--- src/rtl/pipe_loader.sv ---
// Host program/debug controller: loads and reads back pipeline memories and registers,
// pulses core reset, and runs the core for N cycles. Optional breakpoint: PIPE_LOADER_BREAK_EN.
module pipe_loader #(
   parameter int RD_LAT  = 1,
   parameter int RST_CYC = 2
) (
   input  logic        clk,
   input  logic        reset,
   input  logic        cmd_valid,
   output logic        cmd_ready,
   input  logic [2:0]  cmd_op,
   input  logic [8:0]  cmd_addr,
   input  logic [63:0] cmd_data,
   input  logic        halt,
   output logic        rsp_valid,
   input  logic        rsp_ready,
   output logic [63:0] rsp_data,
   output logic [3:0]  rsp_flags,
   output logic        err,
   output logic        pipe_en,
   output logic        core_reset,
   output logic        imem_we,
   output logic        imem_re,
   output logic        dmem_we,
   output logic        dmem_re,
   output logic        reg_re,
   output logic [8:0]  imem_addr,
   output logic [31:0] imem_data,
   output logic [7:0]  dmem_addr,
   output logic [63:0] dmem_data,
   output logic [3:0]  reg_addr,
   input  logic [31:0] imem_out,
   input  logic [63:0] dmem_out,
   input  logic [63:0] reg_out,
   input  logic        N,
   input  logic        Z,
   input  logic        C,
   input  logic        V,
   input  logic [8:0]  PC
);
   localparam logic [2:0] OP_WR_IMEM  = 3'd0;
   localparam logic [2:0] OP_WR_DMEM  = 3'd1;
   localparam logic [2:0] OP_RUN      = 3'd2;
   localparam logic [2:0] OP_RD_IMEM  = 3'd3;
   localparam logic [2:0] OP_RD_DMEM  = 3'd4;
   localparam logic [2:0] OP_RD_REG   = 3'd5;
   localparam logic [2:0] OP_CORE_RST = 3'd6;
   localparam int         CNT_W       = 8;

   typedef enum logic [2:0] {
      S_IDLE  = 3'd0,
      S_WRITE = 3'd1,
      S_READ  = 3'd2,
      S_RUN   = 3'd3,
      S_CRST  = 3'd4,
      S_RSP   = 3'd5
   } state_t;

   state_t             r_state, w_state_nxt;
   logic [2:0]         r_op, w_op;
   logic [CNT_W-1:0]   r_cnt, w_cnt_nxt;
   logic [15:0]        r_len, r_exec, w_exec_nxt, w_exec_inc;
   logic               r_boot, r_cmd_ready, r_rsp_valid, r_err, r_core_reset;
   logic               r_imem_we, r_imem_re, r_dmem_we, r_dmem_re, r_reg_re;
   logic [8:0]         r_imem_addr;
   logic [31:0]        r_imem_data;
   logic [7:0]         r_dmem_addr;
   logic [63:0]        r_dmem_data;
   logic [3:0]         r_reg_addr;
   logic [63:0]        r_rsp_data, w_rsp_word;
   logic [3:0]         r_rsp_flags;
   logic               w_accept, w_rsp_load, w_err_set, w_bp_hit, w_stop;

   function automatic logic [63:0] run_word(input logic [8:0] pc, input logic [15:0] cyc,
                                            input logic halted, input logic bp);
      return {30'd0, bp, halted, cyc, 7'd0, pc};
   endfunction

   assign w_accept = cmd_valid & r_cmd_ready;
   assign w_op     = w_accept ? cmd_op : r_op;

`ifdef PIPE_LOADER_BREAK_EN
   logic [8:0] r_bp_addr;
   logic       r_bp_en;

   // Breakpoint target latched with each RUN command
   always_ff @(posedge clk) begin
      if (!reset) begin
         r_bp_addr <= 9'd0;
         r_bp_en   <= 1'b0;
      end else if (w_accept && cmd_op == OP_RUN) begin
         r_bp_addr <= cmd_addr;
         r_bp_en   <= cmd_data[16];
      end
   end

   // Checked against the PC before the cycle would execute
   assign w_bp_hit = (r_state == S_RUN) && r_bp_en && (PC == r_bp_addr);
`else
   assign w_bp_hit = 1'b0;
`endif

   assign w_stop  = halt | w_bp_hit;
   assign pipe_en = (r_state == S_RUN) && !w_stop;

   // Next-state and response-capture decode
   always_comb begin
      w_state_nxt = r_state;
      w_cnt_nxt   = r_cnt;
      w_exec_nxt  = r_exec;
      w_exec_inc  = r_exec + 16'd1;
      w_rsp_load  = 1'b0;
      w_rsp_word  = 64'd0;
      w_err_set   = 1'b0;
      case (r_state)
         S_IDLE: begin
            if (w_accept) begin
               w_cnt_nxt  = {CNT_W{1'b0}};
               w_exec_nxt = 16'd0;
               case (cmd_op)
                  OP_WR_IMEM, OP_WR_DMEM:           w_state_nxt = S_WRITE;
                  OP_RD_IMEM, OP_RD_DMEM, OP_RD_REG: w_state_nxt = S_READ;
                  OP_RUN: begin
                     if (cmd_data[15:0] == 16'd0) begin
                        w_state_nxt = S_RSP;
                        w_rsp_load  = 1'b1;
                        w_rsp_word  = run_word(PC, 16'd0, 1'b0, 1'b0);
                     end else begin
                        w_state_nxt = S_RUN;
                     end
                  end
                  OP_CORE_RST:                       w_state_nxt = S_CRST;
                  default:                           w_err_set   = 1'b1;
               endcase
            end else begin
               w_state_nxt = S_IDLE;
            end
         end
         S_WRITE: w_state_nxt = S_IDLE;
         S_READ: begin
            if (r_cnt == CNT_W'(RD_LAT)) begin
               w_state_nxt = S_RSP;
               w_rsp_load  = 1'b1;
               case (r_op)
                  OP_RD_IMEM: w_rsp_word = {32'd0, imem_out};
                  OP_RD_DMEM: w_rsp_word = dmem_out;
                  default:    w_rsp_word = reg_out;
               endcase
            end else begin
               w_cnt_nxt = r_cnt + CNT_W'(1);
            end
         end
         S_RUN: begin
            if (w_stop) begin
               w_state_nxt = S_RSP;
               w_rsp_load  = 1'b1;
               w_rsp_word  = run_word(PC, r_exec, halt, w_bp_hit);
            end else begin
               w_exec_nxt = w_exec_inc;
               if (w_exec_inc == r_len) begin
                  w_state_nxt = S_RSP;
                  w_rsp_load  = 1'b1;
                  w_rsp_word  = run_word(PC, w_exec_inc, 1'b0, 1'b0);
               end else begin
                  w_state_nxt = S_RUN;
               end
            end
         end
         S_CRST: begin
            if (r_cnt == CNT_W'(RST_CYC - 1)) begin
               w_state_nxt = S_IDLE;
            end else begin
               w_cnt_nxt = r_cnt + CNT_W'(1);
            end
         end
         S_RSP: begin
            if (rsp_ready) begin
               w_state_nxt = S_IDLE;
            end else begin
               w_state_nxt = S_RSP;
            end
         end
         default: w_state_nxt = S_IDLE;
      endcase
   end

   // State, counters and registered pipeline controls
   always_ff @(posedge clk) begin
      if (!reset) begin
         r_state      <= S_IDLE;
         r_op         <= 3'd0;
         r_cnt        <= {CNT_W{1'b0}};
         r_len        <= 16'd0;
         r_exec       <= 16'd0;
         r_boot       <= 1'b1;
         r_cmd_ready  <= 1'b0;
         r_rsp_valid  <= 1'b0;
         r_core_reset <= 1'b1;
         r_err        <= 1'b0;
         r_imem_we    <= 1'b0;
         r_imem_re    <= 1'b0;
         r_dmem_we    <= 1'b0;
         r_dmem_re    <= 1'b0;
         r_reg_re     <= 1'b0;
         r_rsp_data   <= 64'd0;
         r_rsp_flags  <= 4'd0;
      end else begin
         r_state      <= w_state_nxt;
         r_cnt        <= w_cnt_nxt;
         r_exec       <= w_exec_nxt;
         r_boot       <= 1'b0;
         r_cmd_ready  <= (w_state_nxt == S_IDLE);
         r_rsp_valid  <= (w_state_nxt == S_RSP);
         // Core reset also stretches one cycle past the block's own reset
         r_core_reset <= r_boot | (w_state_nxt == S_CRST);
         r_err        <= r_err | w_err_set;
         r_imem_we    <= (w_state_nxt == S_WRITE) && (w_op == OP_WR_IMEM);
         r_dmem_we    <= (w_state_nxt == S_WRITE) && (w_op == OP_WR_DMEM);
         r_imem_re    <= (w_state_nxt == S_READ) && (w_op == OP_RD_IMEM);
         r_dmem_re    <= (w_state_nxt == S_READ) && (w_op == OP_RD_DMEM);
         r_reg_re     <= (w_state_nxt == S_READ) && (w_op == OP_RD_REG);
         if (w_accept) r_op <= cmd_op;
         if (w_accept && cmd_op == OP_RUN) r_len <= cmd_data[15:0];
         if (w_rsp_load) begin
            r_rsp_data  <= w_rsp_word;
            r_rsp_flags <= {N, Z, C, V};
         end
      end
   end

   // Address/data ports update only when a command targets them
   always_ff @(posedge clk) begin
      if (!reset) begin
         r_imem_addr <= 9'd0;
         r_imem_data <= 32'd0;
         r_dmem_addr <= 8'd0;
         r_dmem_data <= 64'd0;
         r_reg_addr  <= 4'd0;
      end else if (w_accept) begin
         if (cmd_op == OP_WR_IMEM || cmd_op == OP_RD_IMEM) r_imem_addr <= cmd_addr;
         if (cmd_op == OP_WR_IMEM) r_imem_data <= cmd_data[31:0];
         if (cmd_op == OP_WR_DMEM || cmd_op == OP_RD_DMEM) r_dmem_addr <= cmd_addr[7:0];
         if (cmd_op == OP_WR_DMEM) r_dmem_data <= cmd_data;
         if (cmd_op == OP_RD_REG) r_reg_addr <= cmd_addr[3:0];
      end
   end

   assign cmd_ready  = r_cmd_ready;
   assign rsp_valid  = r_rsp_valid;
   assign rsp_data   = r_rsp_data;
   assign rsp_flags  = r_rsp_flags;
   assign err        = r_err;
   assign core_reset = r_core_reset;
   assign imem_we    = r_imem_we;
   assign imem_re    = r_imem_re;
   assign dmem_we    = r_dmem_we;
   assign dmem_re    = r_dmem_re;
   assign reg_re     = r_reg_re;
   assign imem_addr  = r_imem_addr;
   assign imem_data  = r_imem_data;
   assign dmem_addr  = r_dmem_addr;
   assign dmem_data  = r_dmem_data;
   assign reg_addr   = r_reg_addr;
endmodule
--- config.mk ---
export PLATFORM = sky130hd
export DESIGN_NAME = pipe_loader
export DESIGN_NICKNAME = d
export VERILOG_FILES = /design/src/rtl/pipe_loader.sv
export SDC_FILE = /design/constraint.sdc
export NUM_CORES = 1
export LEC_CHECK = 0
export ABC_AREA = 1
export CAP_MARGIN = 10
export CORE_MARGIN = 10
export CORE_UTILIZATION = 44
export CTS_CLUSTER_DIAMETER = 200
export DETAILED_ROUTE_END_ITERATION = 12
export PLACE_DENSITY_LB_ADDON = 0.25
export SETUP_SLACK_MARGIN = 0.1
export SKIP_CTS_REPAIR_TIMING = 1
export SLEW_MARGIN = 10
export SYNTH_ARGS = -nofsm -noshare
export SYNTH_HDL_FRONTEND = slang
export SYNTH_SLANG_ARGS = --single-unit
--- constraint.sdc ---
create_clock -name clk -period 2.9 [get_ports clk]
set_input_delay 0.725 -clock clk [delete_from_list [all_inputs] [get_ports clk]]
set_output_delay 0.725 -clock clk [all_outputs]
set_load 0.01 [all_outputs]
# After elaboration in Yosys (flattened, before gate mapping)
# Index checks and enable logic that the tools add are counted.
# word_totals
regBits	241
wordCells	115
output_inout_bits	195
in_bits	254
# op_classes
muxes	35
n_bitwise	3
n_eq_ne	25
addsub	2
n_reduce_logical	28
# op_table
cell	n
64-bit case mux with 3 select lines	1
64-bit case mux with 2 select lines	1
64-bit 2-to-1 mux	1
33-bit 2-to-1 mux	1
16-bit 2-to-1 mux	2
32-bit 2-to-1 mux	1
16-bit case mux with 2 select lines	1
3-bit == test, second input constant	10
9-bit 2-to-1 mux	3
3-bit 2-to-1 mux	8
3-bit by 2-bit == test with 1-bit output, second input constant	7
16-bit by 1-bit adder with 16-bit output, second input constant	1
16-bit == test	1
16-bit logical NOT	1
8-bit 2-to-1 mux	2
8-bit case mux with 2 select lines	1
3-bit case mux with 5 select lines	1
3-bit logical NOT	4
3-bit case mux with 4 select lines	1
1-bit 2-to-1 mux	10
2-bit AND reduction	5
3-bit by 1-bit == test with 1-bit output, second input constant	3
8-bit by 1-bit adder with 8-bit output, second input constant	1
8-bit by 1-bit == test with 1-bit output, second input constant	1
other kinds (12)	25

# Logic depth before layout (Yosys ltp)
# Gate-level depths: netlist of run 1.
# logic_depth
depth_word	7
ltp_mapped	20
depth_no_buf	19

# Worst setup path before layout of run 1
# OpenSTA, ideal clock, no wires.
# synth_path
path_type	reg-to-reg
startpoint	register r_exec[0]
endpoint	register r_rsp_data[56], in the netlist rsp_data[56]
setup_time_ns	0.113
path_stages_with_launch	19
n_path_buf	2
synth_period_minus_slack_ns	2.221
arrival_time_ns	2.108
required_time_ns	2.787
path_slack_ns	0.679
path_cell_list	dfxtp_1 -> ha_1 -> nand2_2 -> nor2_4 -> nand3_1 -> nand3_1 -> nand2_1 -> nor2_1 -> nand2_1 -> nor2_2 -> nand3_4 -> nand2_1 -> nand2_1 -> nand3_2 -> buf_6 -> buf_4 -> nand2_1 -> nand2_1 -> nor2_1
# synth_via
elab_chain_len	5
# synth_lines
element	line	source
start, declared	62	logic [15:0] r_len, r_exec, w_exec_nxt, w_exec_inc;
start signal, assigned	210	r_exec <= w_exec_nxt;
16-bit by 1-bit adder with 16-bit output	111	w_exec_inc = r_exec + 16'd1;
16-bit == test	160	if (w_exec_inc == r_len) begin
1-bit 2-to-1 mux	160	
1-bit 2-to-1 mux	154	if (w_stop) begin
1-bit case mux with 3 select lines	115	case (r_state)
end signal, assigned	225	r_rsp_data <= w_rsp_word;
end, declared	70	logic [63:0] r_rsp_data, w_rsp_word;
# Every way passes these cells.
# A chain may end at the register's enable or synchronous reset.

# Worst setup path in the final report of run 1
# layout_path
startpoint	register r_exec[1]
endpoint	register r_rsp_data[5], in the netlist rsp_data[5]
# layout_via
elab_chain_len	5
elab_cells_between_ends	8
classes_between	add/sub: 1; eq/ne: 1; mux: 6
# layout_lines
element	line
16-bit by 1-bit adder with 16-bit output (*)	111
16-bit == test (*)	160
32-bit 2-to-1 mux or 1-bit 2-to-1 mux (tied branches)	160
33-bit 2-to-1 mux or 1-bit 2-to-1 mux (tied branches)	154
64-bit case mux with 3 select lines or 1-bit case mux with 3 select lines (tied branches)	115
# Mark *: on every way between the ends. The rest lies on a longest branch, timed or not.

==> impl_metrics.yaml, run 1 <==
global_route:
  grt_usage_pct: 27.91
  grt_pass1_vias: 12350
  grt_max_degree: 82
  antenna_found_initial: 2
  grt_pass1_wl_mm: 70.80
  grt_overflow: 0
synthesis:
  ys_seq_area_share_pct: 43.49
  synth_warnings: 0
  synth_edf_count: 0
  syn_inst: 1680
  synth_seq_cells: 241
  synth_top_area_share_pct: 43.49
  synth_ff_type: "dfxtp_1"
  ys_types: 36
  netlist_top_cells_count: "nor2_1 (422), nand2_1 (350), dfxtp_1 (241)"
  synthTopCellsByArea: "dfxtp_1 (43%), nor2_1 (14%), nand2_1 (12%)"
  syn_area_per_cell_sq_um: 6.604
  synth_area_sq_um: 11090
  synthArstFlopShare_pct: 0
  syn-num-nets: 1937
  yosys.area.top_type: "dfxtp_1"
  synth.most_common_cell: "nor2_1"
final_layout:
  antenna_cells: 0
  stdcell_count: 2481
  nets: 2388
  syn2layout_area_growth_pct: 54.26
  drive_gt1_share_pct: 6.555
timing:
  worst_pin_slew_ps: 1202
  setup_viol: 0
  finalHoldViolations: 0
  finClkSkew_ps: 13.01
  rsz0062_at_grt: "false"
  max-slew-margin-rel_pct: 19.57
  period_needed_ps: 2561
  finalCritPeriodShare_pct: 88.32
  tns_ps: 0
  report.final.slew_viol_count: 0
  fmax_ghz: 0.3904
power_and_ir_drop:
  combPwrFrac_pct: 13.5
  swShare_pct: 23.83
  pwr-share-clk_pct: 43.4
  p_sw_mw: 1.888
  leakage_nw: 7.129
  peakVddDrop_mv: 0.4372
  p_int_mw: 6.037
  power_density_nw_per_um2: 463.1
  seqPwrFrac_pct: 43.0
clock_tree:
  cts-root-buf: "clkbuf_16"
  path_clk_slew_ps: 60
  ctsLongestPathBuffers: 3
  clkLatencyLatePin_ps: 530
  cts_tree: "done"
  cts_htree_levels: 1
  cts_sinks: 241
  cts_buffers: 26
place:
  gp_congestion: 0.9813
  dp_cells: 2433
  dp_hpwl_mm: 36.00
  io_buffer_count: 448
drt:
  ant_nets: 0
  routedWlPerCell_um: 18.89
  routed_wl_mm: 46.88
  first_pass_iters: 5
  num_vias: 12680
  routed_via_density: 5.111
  drc: 0
  drt-initial-drc-count: 987
setup_path:
  worst-path-max-fanout: 19
  reg2reg_from: "r_exec[1]"
  startpoint_type: "flop"
  rr_endpoint: "rsp_data[5]"
  r2r_cells: 18
  cp.required_ps: 3360
  cp.arrival_ps: 3030
  end_kind: "flop"
  r2r_slack_ps: 340
  critPathKind: "flop to flop"
min_path:
  hold_end: "core_reset"
  holdPathStages: 2
  hold_start: "r_boot"
  hold_class: "flop to flop"
run_status:
  outcome: "finished, final reports clean"
floorplan:
  die_width_um: 178.8
  core_area_sq_um: 24960
  num_io_pins: 449
  die_height_um: 178.8
  initial_utilization_pct: 44.44
  die-area_sq_um: 31970
  fp-row-count: 58
job:
  max_cap_violations: 0
metal layers:
metal	vias up	routed length (um)	track usage, %
li1	6299	-	-
met1	5756	18160	32.10
met2	536	22010	47.05
met3	85	5098	10.21
met4	4	1583	9.197
met5	-	23	0
area by class of cell:
cell class	instances	area, sq um
flip-flops and latches	241	4826
clock inverters	6	82.58
clock buffers	42	822.0
multi-input cells	1222	5453
repair buffers	516	5052
fillers	2158	7850
well taps	330	412.9
inverters	124	465.4
worst max path at each step:
stage / startpoint / endpoint / slack (ps)
after floorplan: r_exec[0] / rsp_data[56] / 680
after global placement: cmd_data[3] / rsp_data[36] / -10
after detailed placement: cmd_data[3] / rsp_flags[2] / -30
after CTS: r_state[1] / pipe_en / -210
after global routing: r_exec[1] / rsp_data[27] / 110
final: r_exec[1] / rsp_data[5] / 340
power by group through the flow:
stage | Clock (mW) | Combinational (mW) | Sequential (mW)
floorplan | 0 | 0.370 | 3.50
global placement | 0 | 1.05 | 3.48
detailed placement | 0 | 1.06 | 3.48
CTS | 3.49 | 1.07 | 3.41
global route | 3.64 | 1.16 | 3.42
finish | 3.44 | 1.07 | 3.41
sequential cells by signal (all words and copies together) (netlist names), 3 cells and up:
register   cells
r_op           3
dmem_data     64
imem_addr      9
r_state        3
r_exec        16
reg_addr       4
r_len         16
r_cnt          8
rsp_flags      4
rsp_data      64
dmem_addr      8
imem_data     32
cells in the final DEF, fill, tap and decap left out, types with 5 or more instances in the layout:
cell type / count
a31oi_1: 12
nand4_1: 53
dfxtp_1: 240
clkbuf_16: 27
clkbuf_8: 9
inv_1: 117
inv_2: 5
nor2_1: 419
nor3_1: 18
o21ai_0: 181
nor2_4: 7
a221oi_1: 6
nor2_2: 5
nand2_1: 350
a21oi_1: 55
nand3_1: 71
clkdlybuf4s50_1: 446
o22ai_1: 7
buf_4: 63
clkbuf_1: 6
o21bai_1: 9
kinds of logic (layout without fill, tap and decap cells):
group | after synthesis | after routing | share of synthesized area, %
and+or+nand+nor | 946 | 946 | 35.37
AOI/OAI and AO/OA | 271 | 271 | 12.85
DFF | 241 | 241 | 43.49
buffers and inverters | 217 | 688 | 7.804
adders and majority gates | 3 | 3 | 0.3384
xor gates and xnor gates | 2 | 2 | 0.1579
per-stage QoR:
stage	hold WS, ps	utilization [%]	power, mW	setup slack (ps)	area, sq um
2_1_floorplan	394.6	-	3.869	679.1	11090
3_3_place_gp	397.9	64.79	4.533	-14.62	16170
3_5_place_dp	407.7	64.79	4.543	-32.98	16170
4_1_cts	421.3	68.41	7.972	-214.1	17080
5_1_grt	457.1	68.55	8.221	110.1	17110
6_report	428.3	68.55	7.925	338.8	17110
worst max-delay path: stages, from the launching register on:
cell and delay (ps):
dfxtp_2 370, ha_2 220, nand2_2 110, nor2_4 240
nand3_1 150, nand3_1 100, nand2_1 50, nor2_1 130
nand2_1 80, nor2_2 150, nand3_4 90, nand2_1 70
nand2_1 120, buf_6 210, nand2_4 140, nand2_1 70
nand2_1 80, nor2_1 50, nor2_1 90
Note: power is estimated with default switching activity, not from simulation.
==> inputs of run 2 (changes only) <==
--- a/config.mk
+++ b/config.mk
@@ -11,8 +11,7 @@
 export CORE_UTILIZATION = 44
 export CTS_CLUSTER_DIAMETER = 200
 export DETAILED_ROUTE_END_ITERATION = 12
-export PLACE_DENSITY_LB_ADDON = 0.25
-export SETUP_SLACK_MARGIN = 0.1
+export PLACE_DENSITY_LB_ADDON = 0.08
 export SKIP_CTS_REPAIR_TIMING = 1
 export SLEW_MARGIN = 10
 export SYNTH_ARGS = -nofsm -noshare
==> run 2 against run 1 <==
  * Clock power rose by 7.8%
  * Global-route usage barely moved
  * Combinational power is essentially flat
  * Non-clock buffer count fell by 7
  * Die area stayed put
  * Clock skew fell by 5.9 ps
  * Wire length increased by 0.74%
  * Clock-buffer cell count down 9
  * Register-to-register slack got worse by 160 ps
==> impl_metrics.yaml, run 2 (same netlist as run 1, synthesis figures left out) <==
setup_path:
  cp-startpoint: "r_state[1]"
  cp.required_ps: 2170
  end_kind: "primary output"
  cp.arrival_ps: 2020
  reg2reg_from: "r_exec[0]"
  startpoint_type: "flop"
  worst-path-max-fanout: 4
  critPathKind: "flop to primary output"
global_route:
  antenna_found_initial: 3
  grt_overflow: 0
  grt_pass1_vias: 12270
  grt_usage_pct: 27.88
  grt_pass1_wl_mm: 70.67
  grt_max_degree: 134
drt:
  routed_via_density: 5.111
  drt-initial-drc-count: 885
  routedWlPerCell_um: 19.10
  first_pass_iters: 8
  routed_wl_mm: 47.22
  num_vias: 12640
  ant_nets: 0
  drc: 0
floorplan:
  num_io_pins: 449
  initial_utilization_pct: 44.44
  die_width_um: 178.8
  die_height_um: 178.8
  core_area_sq_um: 24960
  fp-row-count: 58
  die-area_sq_um: 31970
final_layout:
  final_cell_mix: "clkdlybuf4s50_1 (447), nor2_1 (418), nand2_1 (350)"
  regArea_sq_um: 4825
  post-route-util_pct: 68.57
  final_common_cell: "clkdlybuf4s50_1"
  syn2layout_area_growth_pct: 54.29
  nets: 2380
  multi_input_area_sq_um: 5455
  fillers: 2130
  drive_gt1_share_pct: 6.262
timing:
  max-slew-margin-rel_pct: 60.81
  finalCritPeriodShare_pct: 94.75
  report.final.slew_viol_count: 0
  finalHoldViolations: 0
  worst_pin_slew_ps: 587.0
  timing.hold.ws_ps: 410.2
  tns_ps: 0
  finClkSkew_ps: 7.158
  fmax_ghz: 0.3639
  setup_viol: 0
  worst_slack_ps: 152.3
  period_needed_ps: 2748
place:
  io_buffer_count: 448
  gp_congestion: 0.9289
  dp_hpwl_mm: 35.92
  pre_cts_ws_ps: -260.6
clock_tree:
  path_clk_slew_ps: 60
  cts_htree_levels: 1
  ctsLongestPathBuffers: 3
  cts-root-buf: "clkbuf_16"
  cts_tree: "done"
  cts_sinks: 241
  clkLatencyLatePin_ps: 520
  cts_buffers: 25
min_path:
  hold_class: "flop to flop"
  hold_start: "r_boot"
power_and_ir_drop:
  peakVddDrop_mv: 0.4688
  fin_total_pwr_mw: 8.181
  leakage_nw: 7.100
  power_density_nw_per_um2: 478.0
run_status:
  outcome: "finished, final reports clean"
job:
  max_cap_violations: 0
## run 2: power breakdown
| part | switching [mW] | leakage (nW) | internal (mW) |
|---|---|---|---|
| clock network | 1.36 | 0.464 | 2.35 |
| registers | 0.0364 | 1.95 | 3.37 |
| logic | 0.515 | 4.69 | 0.546 |
## run 2: routing by layer
layer  wire length (um)  part of all wire [%]  global-route usage (%)  vias to the layer above
li1                   -                     -                       -                     6291
met1              18950                    40                   32.97                     5791
met2              21790                    46                   45.85                      478
met3               4989                    11                   10.19                       73
met4               1481                   3.1                   9.301                        2
met5                 13                 0.028                       0                        -
## run 2: worst paths after layout
kind	to	slack (ps)	cells past startpoint
setup reg to reg	rsp_data[18]	180	17
hold / removal	core_reset	410	2
hold reg to reg	core_reset	410	2
setup / recovery	pipe_en	150	5
## run 2: layout make-up
| type | count | share of cell area [%] |
|---|---|---|
| Antenna cell | 2 | 0.02924 |
| Clock buffer | 33 | 4.181 |
| Clock inverter | 11 | 1.360 |
| Inverter | 124 | 2.719 |
| Multi-Input combinational cell | 1222 | 31.87 |
| Sequential cell | 241 | 28.19 |
| Tap cell | 330 | 2.412 |
| Timing Repair Buffer | 509 | 29.24 |
## run 2: per-stage QoR
stage | instances | area, sq um
after floorplan | 1680 | 11090
after global placement | 2425 | 16130
after detailed placement | 2425 | 16130
after CTS | 2469 | 17080
after global routing | 2471 | 17120
final | 2472 | 17120
## run 2: worst max-delay path, stage by stage, from the launching register on
cell and delay [ps]:
dfxtp_1 380, inv_1 100, nor3_2 190, inv_1 140, nor2_4 140, clkdlybuf4s50_1 560
==> inputs of run 3 (changes only) <==
--- a/config.mk
+++ b/config.mk
@@ -13,7 +13,7 @@
 export DETAILED_ROUTE_END_ITERATION = 12
 export PLACE_DENSITY_LB_ADDON = 0.08
 export SKIP_CTS_REPAIR_TIMING = 1
-export SLEW_MARGIN = 10
+export SLEW_MARGIN = 20
 export SYNTH_ARGS = -nofsm -noshare
 export SYNTH_HDL_FRONTEND = slang
 export SYNTH_SLANG_ARGS = --single-unit
==> results of run 3 <==
Final layout, timing and power as in run 2 (identical DEF).
